### config.mk
export PLATFORM = sky130hd
export DESIGN_NAME = plot_arbiter
export DESIGN_NICKNAME = d
export VERILOG_FILES = /design/src/rtl/snake_pkg.sv /design/src/rtl/rr_picker.sv /design/src/rtl/plot_arbiter.sv
export SDC_FILE = /design/constraint.sdc
export NUM_CORES = 1
export LEC_CHECK = 0
export ABC_CLOCK_PERIOD_IN_PS = 4500
export BUFFER_PORTS_ARGS = -buffer_cell sky130_fd_sc_hd__buf_2
export CORE_ASPECT_RATIO = 1.1
export CORE_UTILIZATION = 50
export CTS_BUF_LIST = sky130_fd_sc_hd__clkbuf_4 sky130_fd_sc_hd__clkbuf_8
export DETAILED_ROUTE_END_ITERATION = 10
export PLACE_DENSITY_LB_ADDON = 0.05
export REMOVE_ABC_BUFFERS = 1
export SLEW_MARGIN = 20
export SYNTH_ARGS = -nofsm -noshare
export SYNTH_HDL_FRONTEND = slang
export SYNTH_SLANG_ARGS = --single-unit
### constraint.sdc
create_clock -name clk -period 4.5 [get_ports clk]
set_input_delay 0.675 -clock clk [delete_from_list [all_inputs] [get_ports clk]]
set_output_delay 0.675 -clock clk [all_outputs]
set_load 0.01 [all_outputs]
### src/rtl/snake_pkg.sv
// Shared constants for the snake game: screen bounds, pixel field widths and
// arbiter phase encodings.
package snake_pkg;

  localparam int unsigned SCREEN_X_MAX = 159;
  localparam int unsigned SCREEN_Y_MAX = 119;
  localparam int unsigned X_W          = 8;
  localparam int unsigned Y_W          = 7;
  localparam int unsigned C_W          = 3;

  typedef enum logic [1:0] {
    PH_IDLE  = 2'd0,
    PH_ERASE = 2'd1,
    PH_DRAW  = 2'd2
  } phase_e;

endpackage

### src/rtl/rr_picker.sv
// Combinational round-robin picker: first set mask bit after i_ptr, wrapping,
// returned as a one-hot grant.
module rr_picker #(
  parameter int unsigned N = 3
) (
  input  logic [N-1:0]         i_mask,
  input  logic [$clog2(N)-1:0] i_ptr,
  output logic [N-1:0]         o_grant_c,
  output logic                 o_valid_c
);

  localparam int unsigned PTR_W = $clog2(N);

  logic [PTR_W-1:0] w_idx;

  always_comb begin
    o_grant_c = '0;
    o_valid_c = 1'b0;
    w_idx     = '0;
    for (int unsigned k = 1; k <= N; k++) begin
      w_idx = PTR_W'((32'(i_ptr) + k) % N);
      if (!o_valid_c && i_mask[w_idx]) begin
        o_grant_c[w_idx] = 1'b1;
        o_valid_c        = 1'b1;
      end
    end
  end

endmodule

### src/rtl/plot_arbiter.sv
// Owns the VGA plot port: sequences each frame as ERASE then DRAW and grants
// one pixel per handshake to the eligible requesters.
module plot_arbiter #(
  parameter int unsigned NUM_CLIENTS = 3,
  parameter int unsigned X_W         = snake_pkg::X_W,
  parameter int unsigned Y_W         = snake_pkg::Y_W,
  parameter int unsigned C_W         = snake_pkg::C_W,
  parameter int unsigned X_MAX       = snake_pkg::SCREEN_X_MAX,
  parameter int unsigned Y_MAX       = snake_pkg::SCREEN_Y_MAX
) (
  input  logic                       clk,
  input  logic                       rst,
  input  logic                       frame_start,
  input  logic                       erase_done,
  input  logic                       draw_done,
  input  logic [NUM_CLIENTS-1:0]     req,
  input  logic [NUM_CLIENTS*X_W-1:0] req_x,
  input  logic [NUM_CLIENTS*Y_W-1:0] req_y,
  input  logic [NUM_CLIENTS*C_W-1:0] req_colour,
  output logic [NUM_CLIENTS-1:0]     ack,
  output logic                       plot,
  output logic [X_W-1:0]             out_x,
  output logic [Y_W-1:0]             out_y,
  output logic [C_W-1:0]             out_colour,
  output logic [1:0]                 phase,
  output logic                       frame_done,
  output logic                       overrun
);

  import snake_pkg::phase_e;
  import snake_pkg::PH_IDLE;
  import snake_pkg::PH_ERASE;
  import snake_pkg::PH_DRAW;

  localparam int unsigned PTR_W = $clog2(NUM_CLIENTS);

  phase_e                 r_phase;
  logic [PTR_W-1:0]       r_ptr;
  logic [NUM_CLIENTS-1:0] r_ack;
  logic                   r_plot;
  logic [X_W-1:0]         r_x;
  logic [Y_W-1:0]         r_y;
  logic [C_W-1:0]         r_colour;
  logic                   r_frame_done;
  logic                   r_overrun;

  logic [NUM_CLIENTS-1:0] w_elig;
  logic [NUM_CLIENTS-1:0] w_mask;
  logic [NUM_CLIENTS-1:0] w_grant;
  logic                   w_valid;
  logic [PTR_W-1:0]       w_win_idx;
  logic [X_W-1:0]         w_win_x;
  logic [Y_W-1:0]         w_win_y;
  logic [C_W-1:0]         w_win_c;
  logic                   w_clip;

  // Phase-end cycles issue no grant so the next phase starts with a clean port.
  always_comb begin
    w_elig = '0;
    case (r_phase)
      PH_ERASE: if (!erase_done) w_elig[0] = 1'b1;
      PH_DRAW: begin
        if (!draw_done) begin
          w_elig    = '1;
          w_elig[0] = 1'b0;
        end
      end
      default: w_elig = '0;
    endcase
  end

  assign w_mask = w_elig & req & ~r_ack;

  rr_picker #(.N(NUM_CLIENTS)) u_picker (
    .i_mask    (w_mask),
    .i_ptr     (r_ptr),
    .o_grant_c (w_grant),
    .o_valid_c (w_valid)
  );

  always_comb begin
    w_win_idx = '0;
    w_win_x   = '0;
    w_win_y   = '0;
    w_win_c   = '0;
    for (int unsigned i = 0; i < NUM_CLIENTS; i++) begin
      if (w_grant[i]) begin
        w_win_idx = PTR_W'(i);
        w_win_x   = req_x[i*X_W +: X_W];
        w_win_y   = req_y[i*Y_W +: Y_W];
        w_win_c   = req_colour[i*C_W +: C_W];
      end
    end
  end

  assign w_clip = (32'(w_win_x) > X_MAX) || (32'(w_win_y) > Y_MAX);

  always_ff @(posedge clk) begin
    if (!rst) begin
      r_phase      <= PH_IDLE;
      r_ptr        <= PTR_W'(NUM_CLIENTS - 1);
      r_ack        <= '0;
      r_plot       <= 1'b0;
      r_x          <= '0;
      r_y          <= '0;
      r_colour     <= '0;
      r_frame_done <= 1'b0;
      r_overrun    <= 1'b0;
    end else begin
      r_ack        <= w_grant;
      r_plot       <= w_valid && !w_clip;
      r_frame_done <= 1'b0;
      // Clipped pixels are acked but leave the visible coordinates untouched.
      if (w_valid && !w_clip) begin
        r_x      <= w_win_x;
        r_y      <= w_win_y;
        r_colour <= w_win_c;
      end
      if (w_valid && r_phase == PH_DRAW) r_ptr <= w_win_idx;
      case (r_phase)
        PH_IDLE: if (frame_start) r_phase <= PH_ERASE;
        PH_ERASE: begin
          if (frame_start) r_overrun <= 1'b1;
          if (erase_done)  r_phase   <= PH_DRAW;
        end
        PH_DRAW: begin
          if (draw_done) begin
            r_frame_done <= 1'b1;
            r_phase      <= frame_start ? PH_ERASE : PH_IDLE;
          end else if (frame_start) begin
            r_overrun <= 1'b1;
          end
        end
        default: r_phase <= PH_IDLE;
      endcase
    end
  end

  assign ack        = r_ack;
  assign plot       = r_plot;
  assign out_x      = r_x;
  assign out_y      = r_y;
  assign out_colour = r_colour;
  assign phase      = r_phase;
  assign frame_done = r_frame_done;
  assign overrun    = r_overrun;

endmodule

==> results by group <==
Pwr
  – Net Sw Frac: 22.6%
  – Total power: 0.000525 W
  – Power Dens Cells: 216 nW/um^2
  – Leakage power: 1.09 nW
  – Switching power: 0.000119 W
  – VDD IR max: 0.000176 V
  – Internal Power: 0.000406 W
  – Clock power frac: 37.7%
  – Reg power frac: 48.3%
  – Combinational share of power: 14.1%

STA
  – Tcrit/Tclk final: 79.2%
  – Fin. max-slew vios: 0
  – Skew final: 0.00507 ns
  – Hold WS: 0.451 ns
  – Final setup viols: 0
  – Tightest Pin Transition: 0.781 ns
  – Setup TNS: 0 ns
  – RSZ-0062 raised after global routing: false
  – Final Hold Viols: 0
  – Time the worst path needs with I/O delays and setup: 3.56 ns
  – Maximum operating frequency: 281 MHz
  – Relative slew slack: 47.8%

Critical path
  – Crit path to: out_y[5]
  – Worst r2r path cells: 12
  – Worst r2r src: r_ptr[0]
  – Kind of end point of the critical path: flip-flop
  – Critical-path top delay cell: nor2b_1
  – Crit path max fanout: 18
  – Most frequent CP cell: nor2b_1
  – Critical Path AT: 3.72 ns
  – WP data required: 4.66 ns
  – Worst R2R Setup Slack: 0.94 ns
  – Critical Path Max Stage Delay: 0.63 ns
  – WS Path Type: reg2reg
  – Top delay family on crit path: simple AND/OR/NAND/NOR gates
  – Crit path launch: r_ptr[0]
  – Critical-path cell list: inv_1, ha_1, nor2b_1, o2111a_1, o31ai_2, nand3_2, nor2b_1, a211oi_1, nor4_2, nor3_2, buf_4, mux2i_1
  – Crit start category: flip-flop
  – Crit path buf inv count: 2
  – RR Endpoint: out_y[5]
  – Instance count on the critical path: 12

Synth
  – Share of synthesized registers carrying an async set or reset: 0%
  – Main synth FF type: dfxtp_1
  – Post-synthesis sequential area ratio: 28.7%
  – Synth warnings: 0
  – Flops & latches, synth: 28
  – Number of synthesized flops with an enable pin: 0
  – Mean Syn Cell Area: 8.71 um^2
  – Synthesized cell area: 1950 um^2
  – Mapped Cells: 224
  – Post-synth cell types: 53

Clock tree
  – Max Root-Sink Buffers: 2
  – Hold-fix buffers, CTS: 0
  – TritonCTS clock tree: built
  – Worst skew pair latency: 0.27 ns
  – Clock transition at path regs: 0.10 ns
  – CTS H-Tree Depth: 1
  – CTS Buf Count: 3
  – CTS resizes: 0
  – Post-CTS Repair Setup Buffers: 0
  – CTS sink count: 28
  – CTS root buffer: clkbuf_8

Route
  – DRT iter0 DRCs: 184
  – Routed wire length: 4.80 mm
  – Via count: 1,995
  – DR pass1 iterations: 5
  – Vias/cell: 5.67
  – Post-route antenna net violation count: 0
  – Drt wl/cell: 13.6 um
  – # DRC: 0

Place
  – Placed cell area: 2360 um^2
  – PortBufs: 87
  – Final HPWL DP: 3.65 mm
  – GP Congestion: 0.861

GRT
  – M3 GR Usage: 3.83%
  – Vias in the first global route: 1,754
  – GRT Total Usage: 23.7%
  – Busiest grt layer: met2
  – Largest net degree at the start of global routing: 37
  – Congestion Overflow GR: 0
  – Grt met1 use: 30.9%
  – First-pass GRT wire length: 7.53 mm
  – Global-route track usage on met2: 40.1%
  – Initial antenna violation count: 0

Finish
  – Share of cells above drive strength 1: 36.8%
  – Area grow syn2layout: 24.7%
  – Post-Layout Inst Area: 2430 um^2
  – Nets: 369
  – Ant. Diodes: 0

Min path
  – Worst Hold Class: reg2reg
  – Hold Path Origin: overrun

Floorplanning
  – IO Pins: 88
  – Die height: 67.5 um
  – Core ar.: 3680 um^2
  – # rows: 23
  – Die Area: 4160 um^2
  – Initial cell density of the core: 53.0%
  – Chip width: 61.6 um

Run
  – Max Cap Violations: 0

Outcome
  – Outcome: completed
## worst min-delay path by stage
stage	endpoint	slack, ns	cells after the start
after floorplan	overrun	0.47	2
after global placement	out_x[2]	0.44	2
after detailed placement	out_x[5]	0.44	2
after CTS	out_x[5]	0.46	2
after global routing	overrun	0.47	2
final	overrun	0.45	2
## power by group through the flow
stage | sequential [W] | combinational [W] | clock, W
3_5_place_dp | 0.000259 | 0.0000737 | 0
4_1_cts | 0.000253 | 0.0000741 | 0.000200
3_3_place_gp | 0.000259 | 0.0000735 | 0
2_1_floorplan | 0.000260 | 0.0000296 | 0
5_1_grt | 0.000254 | 0.0000813 | 0.000208
6_report | 0.000253 | 0.0000737 | 0.000198
## tightest hold or removal path, stage by stage, from the launching register on
cell	delay, ns
dfxtp_1	0.32
inv_1	0.04
a21oi_1	0.05
## placed cells by master (no fill, tap or decap), types with 4 or more instances in the layout
cell,netlist,routed
o211ai_1,12,12
nor2b_1,5,5
mux2i_1,14,14
nand4_1,5,5
nor2_1,9,9
buf_4,6,5
nor3_1,4,4
and2_1,9,9
o22ai_1,4,4
a21oi_1,6,6
ha_1,4,4
a221o_1,12,12
nand2b_1,5,5
o21ai_1,7,7
nand3_1,5,5
dfxtp_1,28,28
nand2_1,23,23
inv_1,8,8
and3_1,7,7
buf_2,3,87
## area by class of cell
cell class              count  area [um^2]
clock buffers               3         41.3
well taps                  50         62.6
repair buffers             92          473
fillers                   352         1250
flip-flops and latches     28          561
multi-input cells         170         1240
clock inverters             1         30.0
inverters                   8         30.0
## metrics by stage
stage | utilization (%) | cells | setup WS [ns]
floorplan | - | 206 | 0.806
global placement | 64.1 | 348 | 1.03
detailed placement | 64.1 | 348 | 0.943
CTS | 66.1 | 352 | 0.882
global route | 66.1 | 352 | 0.660
finish | 66.1 | 352 | 0.938
## flip-flops by register name, indices dropped and copies added (netlist names)
register    flops
out_x           8
out_y           7
ack             3
out_colour      3
phase           2
r_ptr           2
frame_done      1
overrun         1
plot            1
## synthesized netlist by cell type, types with 5 or more instances
library cell  number  share of area, %
o21ai_1            7               1.8
nand3_1            5               1.3
and2_1             9               2.9
nand4_1            5               1.6
dfxtp_1           28                29
mux2i_1           14               7.2
inv_1              8               1.5
a221o_1           12               6.2
nand2b_1           5               1.6
a21oi_1            6               1.5
nor2b_1            5               1.6
buf_4              6               2.3
nand2_1           23               4.4
nor2_1             9               1.7
and3_1             7               2.2
o211ai_1          12               4.6
## cell families (layout without fill, tap and decap cells)
| family | Yosys count | in the layout | synth area share [%] |
|---|---|---|---|
| DFF | 28 | 28 | 28.7 |
| and+or+nand+nor | 92 | 92 | 28.2 |
| muxes | 14 | 14 | 7.18 |
| buffers and inverters | 26 | 104 | 7.95 |
| AOI/OAI and AO/OA | 59 | 59 | 24.9 |
| adders and majority gates | 5 | 5 | 3.08 |
## routing by layer
layer  wire length (um)  part of all wire (%)
met3                324                   6.7
met2               2290                    48
met5                  0                     0
met1               2130                    44
met4                 63                   1.3
No activity file was read; power rests on OpenSTA's default activity.
